### config.mk
export PLATFORM = sky130hd
export DESIGN_NAME = mix_add_char
export DESIGN_NICKNAME = d
export VERILOG_FILES = /design/src/rtl/mix_add_char.sv
export SDC_FILE = /design/constraint.sdc
export NUM_CORES = 1
export LEC_CHECK = 0
export CORE_MARGIN = 2
export CORE_UTILIZATION = 50
export DETAILED_ROUTE_END_ITERATION = 6
export GPL_TIMING_DRIVEN = 1
export HOLD_SLACK_MARGIN = 0.02
export PLACE_DENSITY = 0.83
export SETUP_SLACK_MARGIN = 0.1
export SYNTH_ARGS = -nofsm -noshare
export SYNTH_HDL_FRONTEND = slang
export SYNTH_SLANG_ARGS = --single-unit
### constraint.sdc
create_clock -name clk -period 4.1 [get_ports clk]
set_input_delay 0.41 -clock clk [delete_from_list [all_inputs] [get_ports clk]]
set_output_delay 0.41 -clock clk [all_outputs]
set_load 0.02 [all_outputs]
### src/rtl/mix_add_char.sv
// mix_add_char: MIX sign-magnitude add/subtract and binary-to-decimal CHAR conversion.
module mix_add_char (
    input  logic        clk,
    input  logic        reset,
    input  logic        add_start,
    input  logic        add_sub,
    input  logic [30:0] add_in1,
    input  logic [30:0] add_in2,
    output logic        add_stop,
    output logic [30:0] add_out,
    output logic        add_ovf,
    input  logic        char_start,
    input  logic [29:0] char_in,
    output logic        char_busy,
    output logic        char_stop,
    output logic [59:0] char_out
);
    typedef enum logic [1:0] {IDLE, CONV, DONE} state_t;
    logic [29:0] m1, m2, mag;
    logic [30:0] sum;
    logic        s1, s2, same, ge, sgn, ovf;
    state_t      state, next;
    logic [4:0]  cnt;
    logic [29:0] bin;
    logic [39:0] bcd, adj, bcd_next;
    logic [59:0] codes;
    assign m1   = add_in1[29:0];
    assign m2   = add_in2[29:0];
    assign s1   = add_in1[30];
    assign s2   = add_in2[30] ^ add_sub;
    assign same = s1 == s2;
    assign ge   = m1 >= m2;
    assign sum  = {1'b0, m1} + {1'b0, m2};
    assign mag  = same ? sum[29:0] : ge ? m1 - m2 : m2 - m1;
    // a zero result keeps rA's sign so MIX -0 survives
    assign sgn  = (mag == 30'd0 || same || ge) ? s1 : s2;
    assign ovf  = same & sum[30];
    always_ff @(posedge clk) begin
        if (reset) begin
            add_stop <= 1'b0;
            add_out  <= 31'd0;
            add_ovf  <= 1'b0;
        end else begin
            add_stop <= add_start;
            if (add_start) begin
                add_out <= {sgn, mag};
                add_ovf <= ovf;
            end
        end
    end
    genvar d;
    generate
        for (d = 0; d < 10; d++) begin : g_dig
            assign adj[4*d+3:4*d]   = bcd[4*d+3:4*d] >= 4'd5 ? bcd[4*d+3:4*d] + 4'd3 : bcd[4*d+3:4*d];
            assign codes[6*d+5:6*d] = 6'd30 + {2'b00, bcd_next[4*d+3:4*d]};
        end
    endgenerate
    assign bcd_next  = {adj[38:0], bin[29]};
    assign char_busy = state != IDLE;
    assign char_stop = state == DONE;
    always_ff @(posedge clk) begin
        if (reset) state <= IDLE;
        else       state <= next;
    end
    always_comb begin
        next = state;
        if (state == IDLE && char_start)       next = CONV;
        else if (state == CONV && cnt == 5'd29) next = DONE;
        else if (state == DONE)                next = IDLE;
    end
    always_ff @(posedge clk) begin
        if (reset) begin
            cnt      <= 5'd0;
            bin      <= 30'd0;
            bcd      <= 40'd0;
            char_out <= 60'd0;
        end else if (state == IDLE && char_start) begin
            cnt <= 5'd0;
            bin <= char_in;
            bcd <= 40'd0;
        end else if (state == CONV) begin
            cnt <= cnt + 5'd1;
            bin <= bin << 1;
            bcd <= bcd_next;
            if (cnt == 5'd29) char_out <= codes;
        end
    end
endmodule

== Word-level counts from Yosys, hierarchy flattened ==
Cells that the tools add are included.
Widths: inputs -> output; s select.
Storage, ports and cells
  logic and storage cells: 81
  bits in registers: 170
  input port bits: 97
  output and inout bits: 95
Operators by class
  reductions and logical operators: 12
  equality and inequality tests: 4
  multiplexer cells: 18
  bitwise gates (word level): 3
  magnitude comparators: 11
  $add $sub $neg: 24
Operators with widths (number)
  $mux 30: 4
  $add 5x4->6 const A: 10
  $sub 30x30->30: 2
  $ge 4x3->1 const B: 10
  $add 4x2->4 const B: 9
  $mux 4: 9
  $add 30x30->31: 1
  $ge 30x30->1: 1
  $logic_not 30->1: 1
  $reduce_bool 2->1: 3
  $add 5x1->5 const B: 1
  $eq 5x5->1 const B: 1
  $mux 2: 2
  $add 3x2->3 const B: 1
  $mux 3: 1
  $reduce_and 3->1: 1
  $reduce_bool 3->1: 1
  $eq 2x1->1 const B: 1
  $eq 2x2->1 const B: 1
  $logic_and 1x1->1: 2
  $logic_not 2->1: 1
  $logic_or 1x1->1: 2
  $mux 1: 2
  $reduce_or 2->1: 1
  4 further kinds: 4

== Depth between registers and ports, before layout ==
  word-level depth: 7
  gate-level depth with buffers: 19
  depth with buffers taken out: 16

== Worst setup path after synthesis ==
No wires, ideal clock.
  kind: input-to-reg
  start: in add_in1[0]
  end: reg add_out[30]
  slack: 0.229 ns
  cell stages on the path: 17
  setup time: 0.095 ns
  arrival time: 3.776 ns
  cells stage by stage: inv_1 -> ha_1 -> fa_1 -> nor2b_1 -> o21ai_0 -> a2111oi_0 -> or3_1 -> buf_6 -> a21oi_2 -> or3_1 -> a32oi_1 -> xnor2_1 -> or3_1 -> or4_1 -> nor4_2 -> o2111ai_1 -> o311ai_1
On the way
  cells in the longest elaborated chain, start to end: 7
  elaborated cells on any way between the ends: 10
  those cells by class: add/sub: 3; order compare: 1; mux: 3; reduce/logical: 3
Ends and longest elaborated chain
  start, declared: line 7  | input logic [30:0] add_in1,
  $sub 30x30->30 / $ge 30x30->1 (equally long branches): line 34, 32
  $mux 30 (2 in a row): line 34  | assign mag = same ? sum[29:0] : ge ? m1 - m2 : m2 - m1;
  $logic_not 30->1: line 36  | assign sgn = (mag == 30'd0 || same || ge) ? s1 : s2;
  $logic_or 1x1->1: line 36
  $logic_or 1x1->1 (*): line 36
  $mux 1 (*): line 36
  end signal, assigned: line 46  | add_out <= {sgn, mag};
  end, declared: line 10  | output logic [30:0] add_out,
Every way passes the cells marked *; elsewhere a longest branch is shown, timed or not.
A chain may end at the register's enable or synchronous reset.

== Worst setup path in the final report ==
Same ends and word-level chain as after synthesis.

==> out/metrics.cfg <==
[synthesis]
syn-num-nets=1855
yosysWarnings=0
netlist-cell-type-count=77
synth-simple-area-share=0.197
synth_compound_area_frac=0.262
synth_cells=1620
synth_area_per_cell_um2=7.64
ys_top_cells_by_area=dfxtp_1 28%, ha_1 14%, a21oi_1 8.2%
synth_edf_count=0
synth_top_family_by_area=compound AO/OA/AOI/OAI gates
synthAdderAreaFrac=0.141
netlist_area_um2=12400
synth_top_area_frac=0.275
synth-seq-cells=170
synth_xor_area_frac=0.0262
yosys.area.top_type=dfxtp_1
synth.mux.area_fraction=0.0301
synth_ff_type=dfxtp_1
async_flop_share=0
ys_seq_area_frac=0.275

[sta]
fin_crit_sh=0.964
slew-limit-headroom=0.159
setup-violations-final=0
rsz0062_at_grt=false
max_freq_ghz=0.253
fin_skew_ps=14.3
final-max-slew-violation-count=0
holdWs_ps=269
period_needed_ps=3950
tightest_slew_ps=1260
hold_violations=0

[die]
die-area_um2=26000
start_util=0.509
die_height_um=161
rows=57
die_w_um=161
ios=192
core_area_um2=24300

[global_routing]
antenna_found_initial=0
grt_pass1_vias=14300
grt.overflow.total=0
grt_usage=0.352
grt_start_max_net_pins=111
grt_pass1_wl_mm=73.7

[cts]
clock_latency_ps=450
clock-root-buffer=clkbuf_16
clockBufferDepth=2
htreeDepth=4
clk_pin_slew_ps=90
cts_sinks=170
cts_tree=yes
hold_buffers=0
cts_made_buffers=17

[placed_design]
dp_hpwl_mm=34.8
routabilityCongestion=1.03
place_inst=2384
port_buffers=191

[routing]
drt_first_pass_iters=7
final_antenna_net_count=0
route.detailed.drc=0
wl_per_cell_um=19.6
avgViaCountPerCell=5.93
dr_total_vias=14700
wirelength_mm=48.4
drt_iter0_drc=1453

[pwr]
seq_power_share=0.300
p_int_uw=3730
combPwrFrac=0.406
powerDensity_nw_per_um2=315
p_sw_frac=0.375
clkPwrFrac=0.294
p_sw_uw=2240
irDropWorstVdd_uv=297
cellLeakagePower_uw=0.00795

[setup_path]
crit_top_cell=a31oi_4
worstSetupPathType=in2reg
crit_chain=dlygate4sd2_1, buf_4, ha_4, fa_2, nor2b_4, o311ai_4, a31oi_4, a31oi_4, o41ai_4, a2111oi_4, a211oi_2, xnor2_1, or3_1, or4_4, nor4_4, o2111ai_1, o311ai_1
crit_buf_inv=2
worstPathRequired_ps=4450
cp.arrival_ps=4300
slowest_delay_ps=500
endpoint_kind=flop
startpoint_type=input port
crit_family=compound AO/OA/AOI/OAI gates
cp_slowest_cell=or4_4
worstPathMaxFanout=3

[cells_and_area]
fin_cells=2473
final_cell_mix=395 x buf_4, 201 x nor2_1, 187 x a21oi_1
areaGrowthSynthToFinish_pct=53.2
n_antenna_cell=0
nets=2371
drive_above_1_share=0.284
mostFrequentLayoutCell=buf_4

[status]
run_status=finished, final reports clean

[job]
drv_cap=0

[min_path]
hold_class=in2reg

==> final cells by class <==
type	count	area, µm²
clock inverter	15	210
clock buffer	17	425
fill	1657	5370
timing repair buffer	591	4960
tap	324	405
sequential	170	3400
inverter	117	439
multi-input combinational	1239	9110
==> power by group through the flow <==
stage / Clock (µW) / Combinational [µW] / Sequential, µW
3_5_place_dp: 0 / 2070 / 1820
4_1_cts: 1760 / 2240 / 1780
3_3_place_gp: 0 / 2040 / 1820
5_1_grt: 1820 / 2570 / 1800
6_report: 1750 / 2420 / 1790
2_1_floorplan: 0 / 972 / 1870
==> kinds of logic after synthesis <==
group                    after synthesis
AND/OR/NAND/NOR                      519
adder cells (fa/ha/maj)              138
flip-flops                           170
XOR/XNOR                              37
AO/OA/AOI/OAI                        509
buffers and inverters                211
multiplexers                          36
==> synth_stat cells, types with 19 or more instances <==
cell type and n:
nor2_1 207, a21oi_1 202, dfxtp_1 170, ha_1 135
nand2_1 124, inv_1 109, a211oi_1 89, clkbuf_1 72
o21ai_0 53, a22oi_1 30, xnor2_1 30, nand3_1 28
mux2i_1 26, nand4_1 25, nand2b_1 19, nor2b_1 19
nor3b_1 19
==> flip-flops by register name, indices dropped and copies added (netlist names) <==
| register | flops |
|---|---|
| add_out | 31 |
| bin | 30 |
| add_stop | 1 |
| char_out | 60 |
| state | 2 |
| bcd | 40 |
| cnt | 5 |
| add_ovf | 1 |
==> layer usage <==
| layer | track usage | up-vias | share of wire |
|---|---|---|---|
| met4 | 0.150 | 0 | 0.049 |
| met5 | 0 | - | 0 |
| met2 | 0.617 | 720 | 0.49 |
| met1 | 0.425 | 6959 | 0.40 |
| met3 | 0.0591 | 199 | 0.059 |
| li1 | - | 6781 | - |
==> final timing paths <==
path                        start                   endpoint  slack (ps)  cells after the start
max reg2reg  bcd[17]$_SDFFE_PP0P_  char_out[27]$_SDFFE_PP0P_        1710                      8
min                         reset    add_out[7]$_SDFFE_PP0P_         270                      2
min reg2reg  add_ovf$_SDFFE_PP0P_       add_ovf$_SDFFE_PP0P_         450                      2
max                    add_in1[0]   add_out[30]$_SDFFE_PP0P_         150                     17
==> through the flow <==
| stage | TNS [ps] | cell area, µm² | total power (µW) | setup WS, ps | utilization |
|---|---|---|---|---|---|
| floorplan | 0 | 12400 | 2840 | 229 | - |
| global placement | -1660 | 16900 | 3860 | -739 | 0.695 |
| detailed placement | -2040 | 16900 | 3900 | -797 | 0.695 |
| CTS | 0 | 18400 | 5780 | 100 | 0.757 |
| global route | 0 | 18900 | 6190 | 36.1 | 0.779 |
| finish | 0 | 18900 | 5960 | 147 | 0.779 |
==> repair_timing <==
action / in CTS / in global routing
resized for setup: 128 / 106
buffers inserted: 46 / 11
pin swaps: 54 / 55
endpoints found under the setup margin: 3 / 3
gates cloned: 0 / 0
No activity file was read; power rests on OpenSTA's default activity.
==> patch 1: new RTL, same settings <==
Add an input register stage for `add_start`, `add_sub`, `add_in1`, `add_in2`, `char_start` and `char_in`; this delays them by one clock.
--- a/src/rtl/mix_add_char.sv
+++ b/src/rtl/mix_add_char.sv
@@ -16,6 +16,23 @@
     output logic [59:0] char_out
 );
     typedef enum logic [1:0] {IDLE, CONV, DONE} state_t;
+
+    logic add_start_q;
+    logic add_sub_q;
+    logic [30:0] add_in1_q;
+    logic [30:0] add_in2_q;
+    logic char_start_q;
+    logic [29:0] char_q;
+
+    always_ff @(posedge clk) begin
+        add_start_q  <= add_start;
+        add_sub_q    <= add_sub;
+        add_in1_q    <= add_in1;
+        add_in2_q    <= add_in2;
+        char_start_q <= char_start;
+        char_q       <= char_in;
+    end
+
     logic [29:0] m1, m2, mag;
     logic [30:0] sum;
     logic        s1, s2, same, ge, sgn, ovf;
@@ -24,10 +41,10 @@
     logic [29:0] bin;
     logic [39:0] bcd, adj, bcd_next;
     logic [59:0] codes;
-    assign m1   = add_in1[29:0];
-    assign m2   = add_in2[29:0];
-    assign s1   = add_in1[30];
-    assign s2   = add_in2[30] ^ add_sub;
+    assign m1   = add_in1_q[29:0];
+    assign m2   = add_in2_q[29:0];
+    assign s1   = add_in1_q[30];
+    assign s2   = add_in2_q[30] ^ add_sub_q;
     assign same = s1 == s2;
     assign ge   = m1 >= m2;
     assign sum  = {1'b0, m1} + {1'b0, m2};
@@ -41,8 +58,8 @@
             add_out  <= 31'd0;
             add_ovf  <= 1'b0;
         end else begin
-            add_stop <= add_start;
-            if (add_start) begin
+            add_stop <= add_start_q;
+            if (add_start_q) begin
                 add_out <= {sgn, mag};
                 add_ovf <= ovf;
             end
@@ -64,7 +81,7 @@
     end
     always_comb begin
         next = state;
-        if (state == IDLE && char_start)       next = CONV;
+        if (state == IDLE && char_start_q)       next = CONV;
         else if (state == CONV && cnt == 5'd29) next = DONE;
         else if (state == DONE)                next = IDLE;
     end
@@ -74,9 +91,9 @@
             bin      <= 30'd0;
             bcd      <= 40'd0;
             char_out <= 60'd0;
-        end else if (state == IDLE && char_start) begin
+        end else if (state == IDLE && char_start_q) begin
             cnt <= 5'd0;
-            bin <= char_in;
+            bin <= char_q;
             bcd <= 40'd0;
         end else if (state == CONV) begin
             cnt <= cnt + 5'd1;
Check against the original RTL: not equivalent (Yosys sat finds a counterexample within 4 cycles, from zero or initial values and one cycle with reset high).
==> patch 1 against the unedited design <==
  * Sequential power rose by 57%
  * Synthesized area up 18%
  * Total power increased by 29%
  * Wire length decreased by 5.0%
  * Sequential cell count increased by 95
  * Final cell count hardly changed
  * Cell area grew 6.2%
  * Setup slack worse by 0.064 ns
  * Fmax is 1.6% lower
  * Clock power up 50%
  * Critical path type is now flip-flop to flip-flop
  * Largest cell class unchanged
==> patch 1: results (changes against the unedited design) <==
status=completed; fin nets=2306 (-2.7%); Avg Inst Size Synth=8.45 µm² (+11%); post-CTS sizing=115 (-10%); Regs by FF count=char_out (60), bcd (40); largest fanout on the critical path=7 (+4); via count=14300 (-2.3%); VDD IR max=349 µV (+17%); CTS buffer count=27 (+10); CP Launch Point=add_in1_q[27]; sequential area share after synthesis=36.3% (+8.8 points); Starting DRT DRC Count=1312 (-9.7%); pre-CTS WS=-0.303 ns (+0.494 ns); Hold Path Stages=1 (-1); routability cong.=1.03 (+0.26%); Synth top cells by count=265 x dfxtp_1, 192 x nor2_1, 180 x a21oi_1; multiplexer share of the synthesized area=2.70% (-0.31 points); Clk pin slew, worst setup/hold paths=0.07 ns (-0.02 ns); largest net degree at the start of global routing=110 (-0.90%); Synth Area in Adders=12.0% (-2.2 points); DR pass1 iterations=5 (-2); worst hold slack=0.280 ns (+0.0106 ns); Critical Path AT=4.47 ns (+0.17 ns); gr usage total=28.6% (-6.6 points); Synth Area in XOR/XNOR=2.10% (-0.52 points); share of cells above drive strength 1=21.2% (-7.2 points); Tightest Pin Transition=1.05 ns (-0.204 ns)
==> patch 1: power breakdown <==
group / switching (µW) / total, µW / internal [µW]
clock: 1050 / 2620 / 1570
sequential: 96.4 / 2810 / 2710
combinational: 1180 / 2240 / 1050
total: 2330 / 7660 / 5340
==> patch 1: layer usage <==
metal / vias to the layer above / track usage (%) / share of wire, %
li1: 6816 / - / -
met1: 6828 / 36.0 / 42
met2: 564 / 49.8 / 48
met3: 120 / 3.50 / 5.9
met4: 0 / 11.1 / 4.3
met5: - / 0 / 0
==> patch 1: layout make-up <==
class                           count  area (µm²)
Clock buffer                       36         769
Timing Repair Buffer              413        3690
Multi-Input combinational cell   1241        9200
Inverter                          123         462
Fill cell                        2136        8590
Clock inverter                     12         184
Antenna cell                        1        2.50
Sequential cell                   265        5330
Tap cell                          384         480
==> patch 1: through the flow <==
stage,util (%),power [µW]
final,70.1,7660
after global routing,70.1,7960
after CTS,68.6,7540
after detailed placement,62.7,4770
after global placement,62.7,4740
after floorplan,-,3910
==> patch 1: critical path, stage by stage, from the launching register on <==
cell      delay (ns)
dfxtp_1         0.36
inv_1           0.07
ha_1            0.30
nand4_1         0.21
buf_4           0.21
nor4_2          0.21
buf_4           0.16
nand3_2         0.11
and3_4          0.22
o21ai_4         0.07
buf_6           0.15
buf_6           0.14
a211oi_2        0.05
a221oi_2        0.21
xnor2_1         0.20
o21ai_1         0.11
or4_4           0.56
nor4_4          0.24
mux2_4          0.32
==> patch 1: kinds of logic after synthesis <==
kind of cell,Yosys count
AO/OA/AOI/OAI,508
adder cells (fa/ha/maj),138
flip-flops,265
XOR/XNOR,35
AND/OR/NAND/NOR,522
multiplexers,38
buffers and inverters,223
==> patch 2: new RTL, same flow settings <==
Made on the original files. Put a register stage on the outputs `char_busy` and `char_stop`, cleared by the reset. The values now appear one clock later. The other outputs are not delayed to match.
--- a/src/rtl/mix_add_char.sv
+++ b/src/rtl/mix_add_char.sv
@@ -56,8 +56,15 @@
         end
     endgenerate
     assign bcd_next  = {adj[38:0], bin[29]};
-    assign char_busy = state != IDLE;
-    assign char_stop = state == DONE;
+    always_ff @(posedge clk) begin
+        if (reset) begin
+            char_busy <= '0;
+            char_stop <= '0;
+        end else begin
+            char_busy <= state != IDLE;
+            char_stop <= state == DONE;
+        end
+    end
     always_ff @(posedge clk) begin
         if (reset) state <= IDLE;
         else       state <= next;
Behaviour: not the same (Yosys sat finds a counterexample within 4 cycles, from zero or initial values and one cycle with reset high).
==> patch 2 against the unedited design <==
  * Critical path depth increased by 2
  * Synthesized area increased by 3.5%
  * Cell area increased by 1.3%
  * Setup slack improved by 0.021 ns
  * First-iteration DRC count increased by 8.5%
  * Sequential cell count increased by 2
  * Total power increased by 0.97%
  * Final cell count unchanged
  * Wire length increased by 1.7%
==> patch 2: results (changes against the unedited design) <==
status=completed; Compound-Gate Fraction of Synth Area=28.4% (+2.2 points); Starting DRT DRC Count=1577 (+8.5%); Post-Place Cell Area=17300 µm² (+2.3%); Synth Area in Adders=13.7% (-0.48 points); first-pass GRT wire length=73.2 mm (-0.63%); Non-clock buffer share=25.6% (-0.57 points); DR vias/cell=5.93 (about the same); Design Area, Final=19200 µm² (+1.3%); internal power=3780 µW (+1.5%); Synth Register Bits=172 (+1.2%); Non-CTS buffers=568 (-3.9%); Synth top cells by count=192 x a21oi_1, 179 x nor2_1, 172 x dfxtp_1; sequential area share after synthesis=26.9% (-0.61 points); multi-input logic area=9320 µm² (+2.3%); reg2reg end=char_out[58]; register area=3440 µm² (+1.2%); Routed WL per cell=19.9 µm (+1.7%); share of cells above drive strength 1=26.8% (-1.6 points); CP max stage delay=0.57 ns (+0.07 ns); routability cong.=0.993 (-3.5%); CP Launch Point=add_in2[3]; Clock power frac=28.9% (-0.5 points); Synth Area in XOR/XNOR=2.33% (-0.29 points); DR pass1 iterations=5 (-2); pre-CTS WS=-0.609 ns (+0.188 ns); largest fanout on the critical path=4 (+1); Netlist cell types=89 (+16%); Multi-input comb cells=1245 (+0.48%); P&R area growth vs syn=49.9%; synth top area cells=dfxtp_1 27%, ha_1 13%, a21oi_1 7.5%, a211oi_1 5.6%, nor2_1 5.2%; LEAKAGE=0.00805 µW (+1.3%); vias in the first global route=14000 (-1.7%); post-CTS sizing=44 (-66%); fin nets=2365 (-0.25%); Critical Path AT=4.31 ns (about the same); clk cell area share=3.29% (-0.063 points)
[patch 2: changes by cell type in the layout (fill, tap and decap cells not counted), sizes merged, moves of 9 or more]
cell           before  now
clkdlybuf4s50     140  159
o31ai               8   17
nor3               15   27
o21ai              64   51
buf               402  378
a21oi             203  193
mux2i              26   14
nor2              207  180
inv               124  134
dlygate4sd2        23    1
[patch 2: per-layer routing]
layer	up-vias	wire, µm	global-route usage (%)
met5	-	0	0
met4	0	1670	11.2
met3	132	3630	4.85
met2	690	23900	60.7
met1	6954	20000	44.3
li1	6894	-	-
[patch 2: worst max-delay path: cells and delay by family]
family	cells	cell delay (ns)
compound gates	8	1.73
simple gates	3	0.53
fa+ha+maj	1	0.19
buf+inv	6	1.20
xor+xnor	1	0.25
[patch 2: per-stage QoR]
stage	hold slack, ns	total power, µW
5_1_grt	0.406	6250
4_1_cts	0.389	5770
6_report	0.375	6020
2_1_floorplan	0.436	2900
3_3_place_gp	0.439	3970
3_5_place_dp	0.444	4000
